## config.mk

```make
export PLATFORM = sky130hd
export DESIGN_NAME = inst_fetch_unit
export DESIGN_NICKNAME = d
export VERILOG_FILES = /design/src/rtl/inst_fetch_unit.sv
export SDC_FILE = /design/constraint.sdc
export NUM_CORES = 1
export LEC_CHECK = 0
export BUFFER_PORTS_ARGS = -buffer_cell sky130_fd_sc_hd__buf_2
export CELL_PAD_IN_SITES_DETAIL_PLACEMENT = 0
export CELL_PAD_IN_SITES_GLOBAL_PLACEMENT = 1
export CORE_MARGIN = 2
export CORE_UTILIZATION = 33
export CTS_CLUSTER_SIZE = 30
export DETAILED_ROUTE_END_ITERATION = 8
export PLACE_DENSITY_LB_ADDON = 0.08
export SLEW_MARGIN = 0
export SYNTH_ARGS = -nofsm -noshare
export SYNTH_HDL_FRONTEND = slang
export SYNTH_SLANG_ARGS = --single-unit
```

## constraint.sdc

```tcl
create_clock -name Clk -period 3.3 [get_ports Clk]
set_input_delay 0.33 -clock Clk [delete_from_list [all_inputs] [get_ports Clk]]
set_output_delay 0.33 -clock Clk [all_outputs]
set_load 0.05 [all_outputs]
```

## src/rtl/inst_fetch_unit.sv

```systemverilog
// Instruction fetch: owns the PC, fetches over a req/ready port and
// holds the word for decode while computing jump/branch targets.
module inst_fetch_unit #(
  parameter logic [31:0] RESET_PC     = 32'h0000_0000,
  parameter int          IMEM_LAT_MAX = 16
) (
  input  logic        Clk,
  input  logic        Rst_n,
  output logic        Imem_Req,
  output logic [31:0] Imem_Addr,
  input  logic        Imem_Ready,
  input  logic [31:0] Imem_Rdata,
  input  logic        Branch,
  input  logic        Branch_Not_Equal,
  input  logic        Jump,
  input  logic        Zero,
  input  logic [31:0] Branch_Offset,
  input  logic        Stall,
  output logic [31:0] Inst,
  output logic [5:0]  Inst_31_26,
  output logic        Inst_Valid,
  output logic [31:0] PC,
  output logic [31:0] PC_Plus_4,
  output logic        Fetch_Timeout
);

  localparam int CW = $clog2(IMEM_LAT_MAX + 1);
  localparam logic [CW-1:0] CNT_LAST = CW'(IMEM_LAT_MAX - 1);

  typedef enum logic [1:0] {
    IDLE,
    REQ,
    HOLD
  } state_t;

  state_t        state, state_nxt;
  logic [31:0]   pc, pc_nxt;
  logic [31:0]   inst, inst_nxt;
  logic          valid, valid_nxt;
  logic [CW-1:0] cnt, cnt_nxt;
  logic          tmo, tmo_nxt;

  logic [31:0] pc_plus_4;
  logic [31:0] jump_target;
  logic [31:0] br_target;
  logic [31:0] next_pc;
  logic        taken;

  assign pc_plus_4   = pc + 32'd4;
  assign jump_target = {pc_plus_4[31:28], inst[25:0], 2'b00};
  assign br_target   = pc_plus_4 + (Branch_Offset << 2);
  assign taken       = (Branch & Zero) | (Branch_Not_Equal & ~Zero);

  // Jump wins over a taken branch.
  always_comb begin
    next_pc = pc_plus_4;
    if (Jump) begin
      next_pc = jump_target;
    end else if (taken) begin
      next_pc = br_target;
    end
  end

  always_comb begin
    state_nxt = state;
    pc_nxt    = pc;
    inst_nxt  = inst;
    valid_nxt = valid;
    cnt_nxt   = '0;
    tmo_nxt   = 1'b0;
    unique case (state)
      IDLE: state_nxt = REQ;
      REQ: begin
        if (Imem_Ready) begin
          inst_nxt  = Imem_Rdata;
          valid_nxt = 1'b1;
          state_nxt = HOLD;
        end else if (cnt == CNT_LAST) begin
          // Flag the slow memory but keep requesting.
          tmo_nxt = 1'b1;
        end else begin
          cnt_nxt = cnt + CW'(1);
        end
      end
      HOLD: begin
        if (!Stall) begin
          pc_nxt    = {next_pc[31:2], 2'b00};
          valid_nxt = 1'b0;
          state_nxt = REQ;
        end
      end
      default: state_nxt = IDLE;
    endcase
  end

  always_ff @(posedge Clk or negedge Rst_n) begin
    if (!Rst_n) begin
      state <= IDLE;
      pc    <= {RESET_PC[31:2], 2'b00};
      inst  <= '0;
      valid <= 1'b0;
      cnt   <= '0;
      tmo   <= 1'b0;
    end else begin
      state <= state_nxt;
      pc    <= pc_nxt;
      inst  <= inst_nxt;
      valid <= valid_nxt;
      cnt   <= cnt_nxt;
      tmo   <= tmo_nxt;
    end
  end

  assign Imem_Req      = (state == REQ);
  assign Imem_Addr     = {pc[31:2], 2'b00};
  assign Inst          = inst;
  assign Inst_31_26    = inst[31:26];
  assign Inst_Valid    = valid;
  assign PC            = pc;
  assign PC_Plus_4     = pc_plus_4;
  assign Fetch_Timeout = tmo;

endmodule

```

# Word level (Yosys, flattened, before mapping)
# Index checks and enable logic that the tools add are counted.
# W data, S select, Z words.
[op_classes] n_addsub=3 eq_ne=5 n_mux=14 n_bitwise=5 n_reduce_logical=6
[op_table] cell="$mux W32" n=2
[op_table] cell="$add A32 B3 Y32 const B" n=1
[op_table] cell="$add A32 B32 Y32" n=1
[op_table] cell="$mux W5" n=3
[op_table] cell="$pmux W2 S3" n=1
[op_table] cell="$reduce_and A2 Y1" n=3
[op_table] cell="$add A5 B1 Y5 const B" n=1
[op_table] cell="$eq A5 B4 Y1 const B" n=1
[op_table] cell="$mux W1" n=5
[op_table] cell="$mux W2" n=2
[op_table] cell="$reduce_and A3 Y1" n=1
[op_table] cell="$and A1 B1 Y1" n=2
[op_table] cell="$eq A2 B1 Y1 const B" n=1
[op_table] cell="$eq A2 B2 Y1 const B" n=1
[op_table] cell="$logic_not A2 Y1" n=1
[op_table] cell="$ne A2 B1 Y1 const B" n=1
[op_table] cell="$ne A2 B2 Y1 const B" n=1
[op_table] cell="$not A1 Y1" n=2
[op_table] cell="$pmux W1 S2" n=1
[op_table] cell="$reduce_bool A2 Y1" n=1
[op_table] cell="$or A1 B1 Y1" n=1
[word_totals] register_bits=71 input_bits=72 output_inout_bits=137 word_cells=39

# Depth between registers and ports, before layout
# Gate-level depths: netlist of the first run.
[depth] depth_word=5 mapped_depth=17 ltp_nobuf=17

# Worst setup path after synthesis of the first run
# No wires, ideal clock.
[synth_path] path_type="flip-flop to flip-flop" startpoint="reg pc[2] (netlist: PC[2])" endpoint="reg pc[26] (netlist: PC[26])" setup_time_ns=0.096 t_arrival_ns=4.375 setup_slack_ns=-1.171 path_stages_with_launch=17 n_path_buf=1 synth_period_minus_slack_ns=4.471 path_cell_list="dfrtp_1 ha_1 nand3_1 nor2_4 nand3_1 xnor2_1 ha_1 buf_4 nand2_1 o21ai_0 a221o_1 a22oi_4 o21ai_1 a211oi_1 xnor2_1 mux2i_1 o31ai_1"
[synth_between] elab_chain_cells=4
[synth_lines] element="start: declaration" line="37" text="logic [31:0] pc, pc_nxt;"
[synth_lines] element="start signal: assignment" line="99" text="pc <= {RESET_PC[31:2], 2'b00};"
[synth_lines] element="start signal: assignment" line="106" text="pc <= pc_nxt;"
[synth_lines] element="$add A32 B3 Y32" line="49" text="assign pc_plus_4 = pc + 32'd4;"
[synth_lines] element="net PC_Plus_4[12]" line="23" text="output logic [31:0] PC_Plus_4,"
[synth_lines] element="$add A32 B32 Y32" line="51" text="assign br_target = pc_plus_4 + (Branch_Offset << 2);"
[synth_lines] element="$mux W32" line="59" text="end else if (taken) begin"
[synth_lines] element="$mux W32" line="57" text="if (Jump) begin"
# The timed path passes the listed nets, and every way through them passes these cells.
# A chain may end at the register's enable or synchronous reset.

# Final worst setup path of the first run
[layout_path] startpoint="reg pc[4] (netlist: PC[4])" endpoint="reg pc[28] (netlist: PC[28])"
[layout_between] elab_chain_cells=4
[layout_lines] element="$add A32 B3 Y32 *" line="49"
[layout_lines] element="$add A32 B32 Y32" line="51"
[layout_lines] element="$mux W32" line="59"
[layout_lines] element="$mux W32 *" line="57"
# Mark *: on every way between the ends. The rest lies on a longest branch, timed or not.

==> results of run 1 <==
==> flip-flops by register name, summed over array words and instances, names as in the netlist <==
name and cells:
Fetch_Timeout 1, Inst 32, Inst_Valid 1, PC 30, cnt 5, state 2
==> metrics by stage <==
step | hold WS, ps | worst slack (ps) | cells | setup TNS [ps] | instance area [um2]
detailed placement | 466 | -226 | 1094 | -1140 | 8000
global placement | 459 | -167 | 1094 | -767 | 8000
floorplan | 34.4 | -401 | 627 | -3250 | 6280
finish | 131 | -109 | 1124 | -322 | 8850
global route | 207 | -256 | 1124 | -1920 | 8850
CTS | 169 | -105 | 1116 | -358 | 8610
==> final timing paths <==
path,slack [ps],endpoint,depth (start not counted)
max in group asynchronous,2460,PC[5],1
min in group Clk,210,Inst[30],2
hold reg to reg,480,Inst_Valid,2
setup reg to reg,-110,PC[28],13
setup / recovery,-110,PC[28],13
hold / removal,130,Inst[7],1
==> what timing repair did <==
action / in CTS / in global routing
buffers inserted: 7 / 8
resized for setup: 49 / 35
pin swaps: 36 / 29
endpoints found under the setup margin: 13 / 19
==> per-layer routing <==
metal  vias up  part of all wire (%)  GRT usage [%]
met2       181                    50           37.6
met4         0                   1.7           6.80
met5         -                     0              0
met1      2760                    43           28.3
li1       2755                     -              -
met3        18                   5.1           3.33
==> cells in the mapped netlist, types with 6 or more instances <==
cell type	n	area, um2
a21o_1	13	97.6
a21oi_1	43	215
and3_1	12	75.1
buf_4	43	323
clkbuf_1	14	52.6
dfrtp_1	71	1780
ha_1	37	463
inv_1	10	37.5
mux2_2	33	372
nand2_1	67	251
nand3_1	22	110
nand4_1	8	50.1
nor2_1	44	165
nor3_1	6	30.0
o211ai_1	8	60.1
o21ai_0	40	200
o22ai_1	6	37.5
xnor2_1	33	289
xor2_1	16	140
==> cell type report <==
cell class              count  area (um2)  area share [%]
clock buffers               9         225            2.55
well taps                 220         275            3.11
flip-flops and latches     71        1820            20.5
clock inverters             7        63.8           0.721
repair buffers            322        1990            22.4
inverters                  10        37.5           0.424
multi-input cells         485        4440            50.2
==> cells in the final DEF (no fill, tap or decap), drive strengths merged, types with 3 or more instances in the layout <==
cell    instances
buf           322
dfrtp          71
nand2          67
nor2           45
a21oi          44
o21ai          41
ha             37
mux2           33
xnor2          33
nand3          22
xor2           17
and3           16
a21o           14
inv            14
clkbuf          9
nand4           9
o211ai          8
nor3            8
conb            6
o22ai           6
a211oi          6
o31ai           6
and2            6
nor2b           5
mux2i           5
a31oi           5
nor3b           3
or2             3
and4            3
nand2b          3
a22oi           3
==> logic make-up after synthesis <==
kind of cell | share of synthesized area, %
muxes | 7.58
adders and majority gates | 8.68
buffers and inverters | 7.76
other | 0.0674
DFF | 31.9
AOI/OAI and AO/OA | 18.5
xor gates and xnor gates | 8.01
and+or+nand+nor | 17.4
==> results by group, run 1 <==
Finish
  • Synthesis-to-finish area growth: 59.0%
  • Ant diodes: 0
  • Ratio of cells with drive above 1 in the final layout: 56.5%
  • Fill count: 1,570
  • Nets: between 1,000 and 1,500
  • Fin util: a little over half

Flow run
  • Max Cap Violations: 0

Worst setup path
  • Highest-delay cell along the critical path: dfrtp_4
  • CP Cell Sequence: and4_4, nand4_4, nor2_4, xor2_4, ha_1, a21o_1, a221o_1, a22oi_4, a21oi_4, and3_4, o31ai_4, mux2i_1, o31a_1
  • WP buf/inv: 0
  • Crit path DAT: between 3000 and 4000 ps
  • Crit path from: PC[4]
  • Worst path required time: 3530 ps
  • RR Startpoint: PC[4]
  • Crit path max-delay family: compound AO/OA/AOI/OAI gates
  • Slowest cell delay on critical path: approximately 430 ps
  • CP startpoint kind: flop
  • Setup crit end kind: flop
  • Crit-path max FO: 5
  • CP Class: flop to flop

STA
  • Hold Violations, Final: 0
  • Slew Limit Headroom: about a third
  • Worst Skew: around 4.5 ps
  • Fmax: 0.293 GHz
  • Setup ws final: -109 ps
  • Final worst-path cycle share: 103%
  • # setup viols final: 5
  • Final-report max-slew violation count: 0
  • Unrepaired setup endpoints after global routing: yes
  • Worst slew pin tran: approximately 980 ps
  • Post-layout minimum cycle time: 3410 ps

Min path
  • Hold Path Class: primary input to async pin

Clock tree
  • Cts bufs inserted: 9
  • Clk Latency, worst-skew pair: about 350 ps
  • Clk root buf: clkbuf_16
  • Clock transition at path regs: around 60 ps
  • CTS H-tree depth: 3
  • Hold Buf Count CTS: 0
  • CTS tree: yes
  • Max Buffers Root-to-Sink: 2
  • # clock sinks: just over 70

Floorplan
  • Starting Density: around a third
  • Floorplan row count: 47
  • Chip Width: roughly 130 um
  • I/O pins: between 200 and 250
  • Die Y: between 100 and 150 um
  • Core box area: 16,500 um2
  • Die ar.: about 18,000 um2

Synthesis
  • Synth warnings: 0
  • Mapped Cells: ~620
  • Seq cells post-synth: 71
  • Post-synth EDFFs: 0
  • Seq/Total Area, Yosys: a little under a third
  • Netlist cell types: 71
  • Avg Inst Size Synth: around 8.9 um2
  • Post-synth top flop: dfrtp_1
  • Ys async rst share: 100%
  • Synthesized cell area: about 5600 um2

Placement
  • Placer Congestion: ~0.84
  • Port bufs: 200
  • DPL Wire Length: around 15,000 um

Global routing
  • Gr usage total: 21.8%
  • First-pass GRT wire length: slightly above 30,000 um
  • Largest net degree at the start of global routing: 72
  • Number of global-route vias before repair: ~5,800
  • Initial antenna violation count: 0
  • Total congestion overflow: 0

Routing
  • Antenna viol nets, final: 0
  • Routed vias: 5,714
  • Detailed Route WL: 19,700 um
  • Initial detailed-routing violation count: between 300 and 400
  • Initial DRT Pass Iterations: 6
  • Via density per instance: 5.08
  • Drt wl/cell: between 15 and 20 um
  • Residual DRC: 0

Outcome
  • Outcome: finished with violations
  • Violated checks: setup timing
Power of run 1 is not shown: default switching activity piles up to over one toggle a cycle in this logic, so the estimate is an artifact.
==> run 2, diff against run 1 <==
--- a/config.mk
+++ b/config.mk
@@ -5,13 +5,13 @@
 export SDC_FILE = /design/constraint.sdc
 export NUM_CORES = 1
 export LEC_CHECK = 0
-export BUFFER_PORTS_ARGS = -buffer_cell sky130_fd_sc_hd__buf_2
 export CELL_PAD_IN_SITES_DETAIL_PLACEMENT = 0
 export CELL_PAD_IN_SITES_GLOBAL_PLACEMENT = 1
 export CORE_MARGIN = 2
-export CORE_UTILIZATION = 33
+export CORE_UTILIZATION = 35
 export CTS_CLUSTER_SIZE = 30
 export DETAILED_ROUTE_END_ITERATION = 8
+export DONT_BUFFER_PORTS = 1
 export PLACE_DENSITY_LB_ADDON = 0.08
 export SLEW_MARGIN = 0
 export SYNTH_ARGS = -nofsm -noshare
==> constraint.sdc (replaced) <==
create_clock -name Clk -period 3.3 [get_ports Clk]
set_input_delay 0.33 -clock Clk [delete_from_list [all_inputs] [get_ports Clk]]
set_output_delay 0.33 -clock Clk [all_outputs]
set_load 0.1 [all_outputs]
==> results by group, run 2 (synthesis results as in run 1) <==
Outcome
  • Outcome: finished with violations
  • Violated checks: setup timing

STA
  • Setup ws final: -170 ps (-60.5 ps)
  • Unrepaired setup endpoints after global routing: yes
  • Fmax: 0.288 GHz (-1.7%)
  • Slew Limit Headroom: 34.1% (-0.57 points)
  • Hold Violations, Final: 0 (unchanged)
  • Worst Skew: 6.19 ps (+1.65 ps)
  • Worst slew pin tran: 989 ps (+9.06 ps)
  • Post-layout minimum cycle time: 3470 ps (+60.5 ps)
  • # setup viols final: 10 (+5)
  • Final-report max-slew violation count: 0 (unchanged)
  • Final worst-path cycle share: 105% (+1.8 points)

Worst setup path
  • R2R setup slack: -170 ps (-60 ps)
  • RR Startpoint: PC[2]
  • CP Class: flop to flop
  • Crit path depth: 15 (+2)
  • Crit path from: PC[2]
  • Worst Setup EP: PC[28]
  • CP Cell Sequence: ha_4, nand3_4, nor2_4, buf_6, nand4_1, xnor2_4, ha_4, and3_4, a221o_1, a22oi_4, a21oi_4, and3_4, o31ai_4, mux2i_1, o31a_1
  • Slowest cell delay on critical path: 440 ps (about the same)
  • Crit-path max FO: 5 (unchanged)
  • Worst path required time: 3540 ps (about the same)
  • Reg2reg end: PC[28]
  • Crit path max-delay family: compound AO/OA/AOI/OAI gates
  • Highest-delay cell along the critical path: dfrtp_4
  • CP startpoint kind: flop
  • R2R depth: 15 (+2)
  • Crit path DAT: 3710 ps (+70 ps)
  • WP buf/inv: 1 (+1)
  • Setup crit end kind: flop

Floorplan
  • Core box area: 15,700 um2 (-4.9%)
  • Floorplan row count: 46 (-2.1%)
  • Chip Width: 130 um (-2.8%)
  • Starting Density: 35.4% (+1.7 points)
  • Die Y: 130 um (-2.8%)
  • I/O pins: 209 (unchanged)
  • Die ar.: 16,900 um2 (-5.5%)

Global routing
  • Largest net degree at the start of global routing: 72 (unchanged)
  • Total congestion overflow: 0 (unchanged)
  • Number of global-route vias before repair: 5,373 (-6.9%)
  • Gr usage total: 23.1% (+1.3 points)
  • Initial antenna violation count: 0 (unchanged)
  • First-pass GRT wire length: 29,600 um (-3.3%)

Finish
  • Fin cells: 971 (-14%)
  • Nets: 860 (-15%)
  • Most common cell after layout, fill and taps aside: buf_4
  • Multi-input logic area: 4340 um2 (-2.3%)
  • Ratio of cells with drive above 1 in the final layout: 50.1% (-6.5 points)
  • Final instance area: 8200 um2 (-7.3%)
  • Fill count: 1,450 (-7.6%)
  • Largest register FFs: 32 (unchanged)
  • Synthesis-to-finish area growth: 47.4%
  • Register area: 1850 um2 (+2.1%)
  • Most frequent cells in the layout: buf_4 (161), nand2_1 (62), nor2_1 (37)
  • Ant diodes: 0 (unchanged)

Routing
  • Residual DRC: 0 (unchanged)
  • Via density per instance: 5.30 (+4.2%)
  • Antenna viol nets, final: 0 (unchanged)
  • Drt wl/cell: 20.0 um (+14%)
  • Initial DRT Pass Iterations: 4 (-2)
  • Routed vias: 5,143 (-10%)
  • Initial detailed-routing violation count: 267 (-13%)
  • Detailed Route WL: 19,400 um (-1.1%)

Clock tree
  • CTS H-tree depth: 3 (unchanged)
  • Clk Latency, worst-skew pair: 350 ps (about the same)
  • Clock transition at path regs: 70 ps (about the same)
  • # clock sinks: 71 (unchanged)
  • Clk root buf: clkbuf_16
  • CTS tree: yes
  • Cts bufs inserted: 9 (unchanged)
  • Max Buffers Root-to-Sink: 2 (unchanged)

Flow run
  • Max Cap Violations: 0 (unchanged)

Min path
  • Hold Path Class: primary input to flop
  • Hold Path Stages: 1

Placement
  • Placed cell count: 942 (-14%)
  • Placer Congestion: 0.831 (-0.54%)
  • Area after DPL: 7440 um2 (-7.0%)
  • DPL Wire Length: 14,500 um (-2.3%)
  • Port bufs: 0 (-100%)
-- run 2: cell types whose count changed in the layout (fill, tap and decap cells not counted), moves of 3 or more --
cell     change
buf_4       +51
nand3_2      +5
buf_6        -7
dfrtp_1     -19
dfrtp_2     +13
buf_12       +3
nor2_1       -3
buf_2      -199
dfrtp_4      +6
nand3_4      -5
-- run 2: routing by layer --
metal  routed length [um]  vias to the layer above  part of all wire (%)  track usage, %
met5                    0                        -                     0               0
met4                  314                        0                   1.6            6.64
met3                 1470                       22                   7.6            6.07
met2                 9660                      192                    50            39.5
met1                 8000                     2471                    41            28.9
li1                     -                     2458                     -               -
-- run 2: layout make-up --
cell class	count	area share (%)
clock inverter	7	0.763
multi-input combinational	485	53.0
sequential	71	22.6
clock buffer	9	2.75
timing repair buffer	173	17.2
inverter	10	0.458
tap	216	3.30
-- run 2: worst min-delay path by stage --
stage | startpoint | end | slack (ps)
3_3_place_gp | Rst_n | PC[9] | 40
2_1_floorplan | Rst_n | Fetch_Timeout | 30
5_1_grt | Jump | PC[26] | 70
6_report | Jump | PC[26] | 80
3_5_place_dp | Rst_n | PC[9] | 40
4_1_cts | Jump | PC[26] | 60
-- run 2: worst register-to-register path, cell delays in order (launching register included) --
cell     delay (ps)
dfrtp_4         440
ha_4            150
nand3_4          70
nor2_4          240
buf_6           140
nand4_1         210
xnor2_4         270
ha_4            250
and3_4          160
a221o_1         320
a22oi_4         300
a21oi_4         110
and3_4          190
o31ai_4         190
mux2i_1         110
o31a_1          230
-- run 2: what timing repair did --
action | 4_1_cts | 5_1_grt
pin swaps | 22 | 38
hold buffers | 2 | 0
setup endpoints to repair | 18 | 22
gates resized for setup | 32 | 49
setup buffers | 5 | 6
hold endpoints to repair | 71 | 0
-- run 2: through the flow --
stage                     setup TNS, ps  utilization [%]  setup slack, ps  hold slack, ps
after detailed placement          -2720             47.4             -311            36.0
after floorplan                  -12340                -             -792            34.4
final                             -1090             52.2             -170            75.6
after global routing              -4020             52.2             -334            71.9
after global placement            -1820             47.4             -220            36.2
after CTS                          -844             50.7             -118            60.5
Power of run 2 is left out for the same reason.
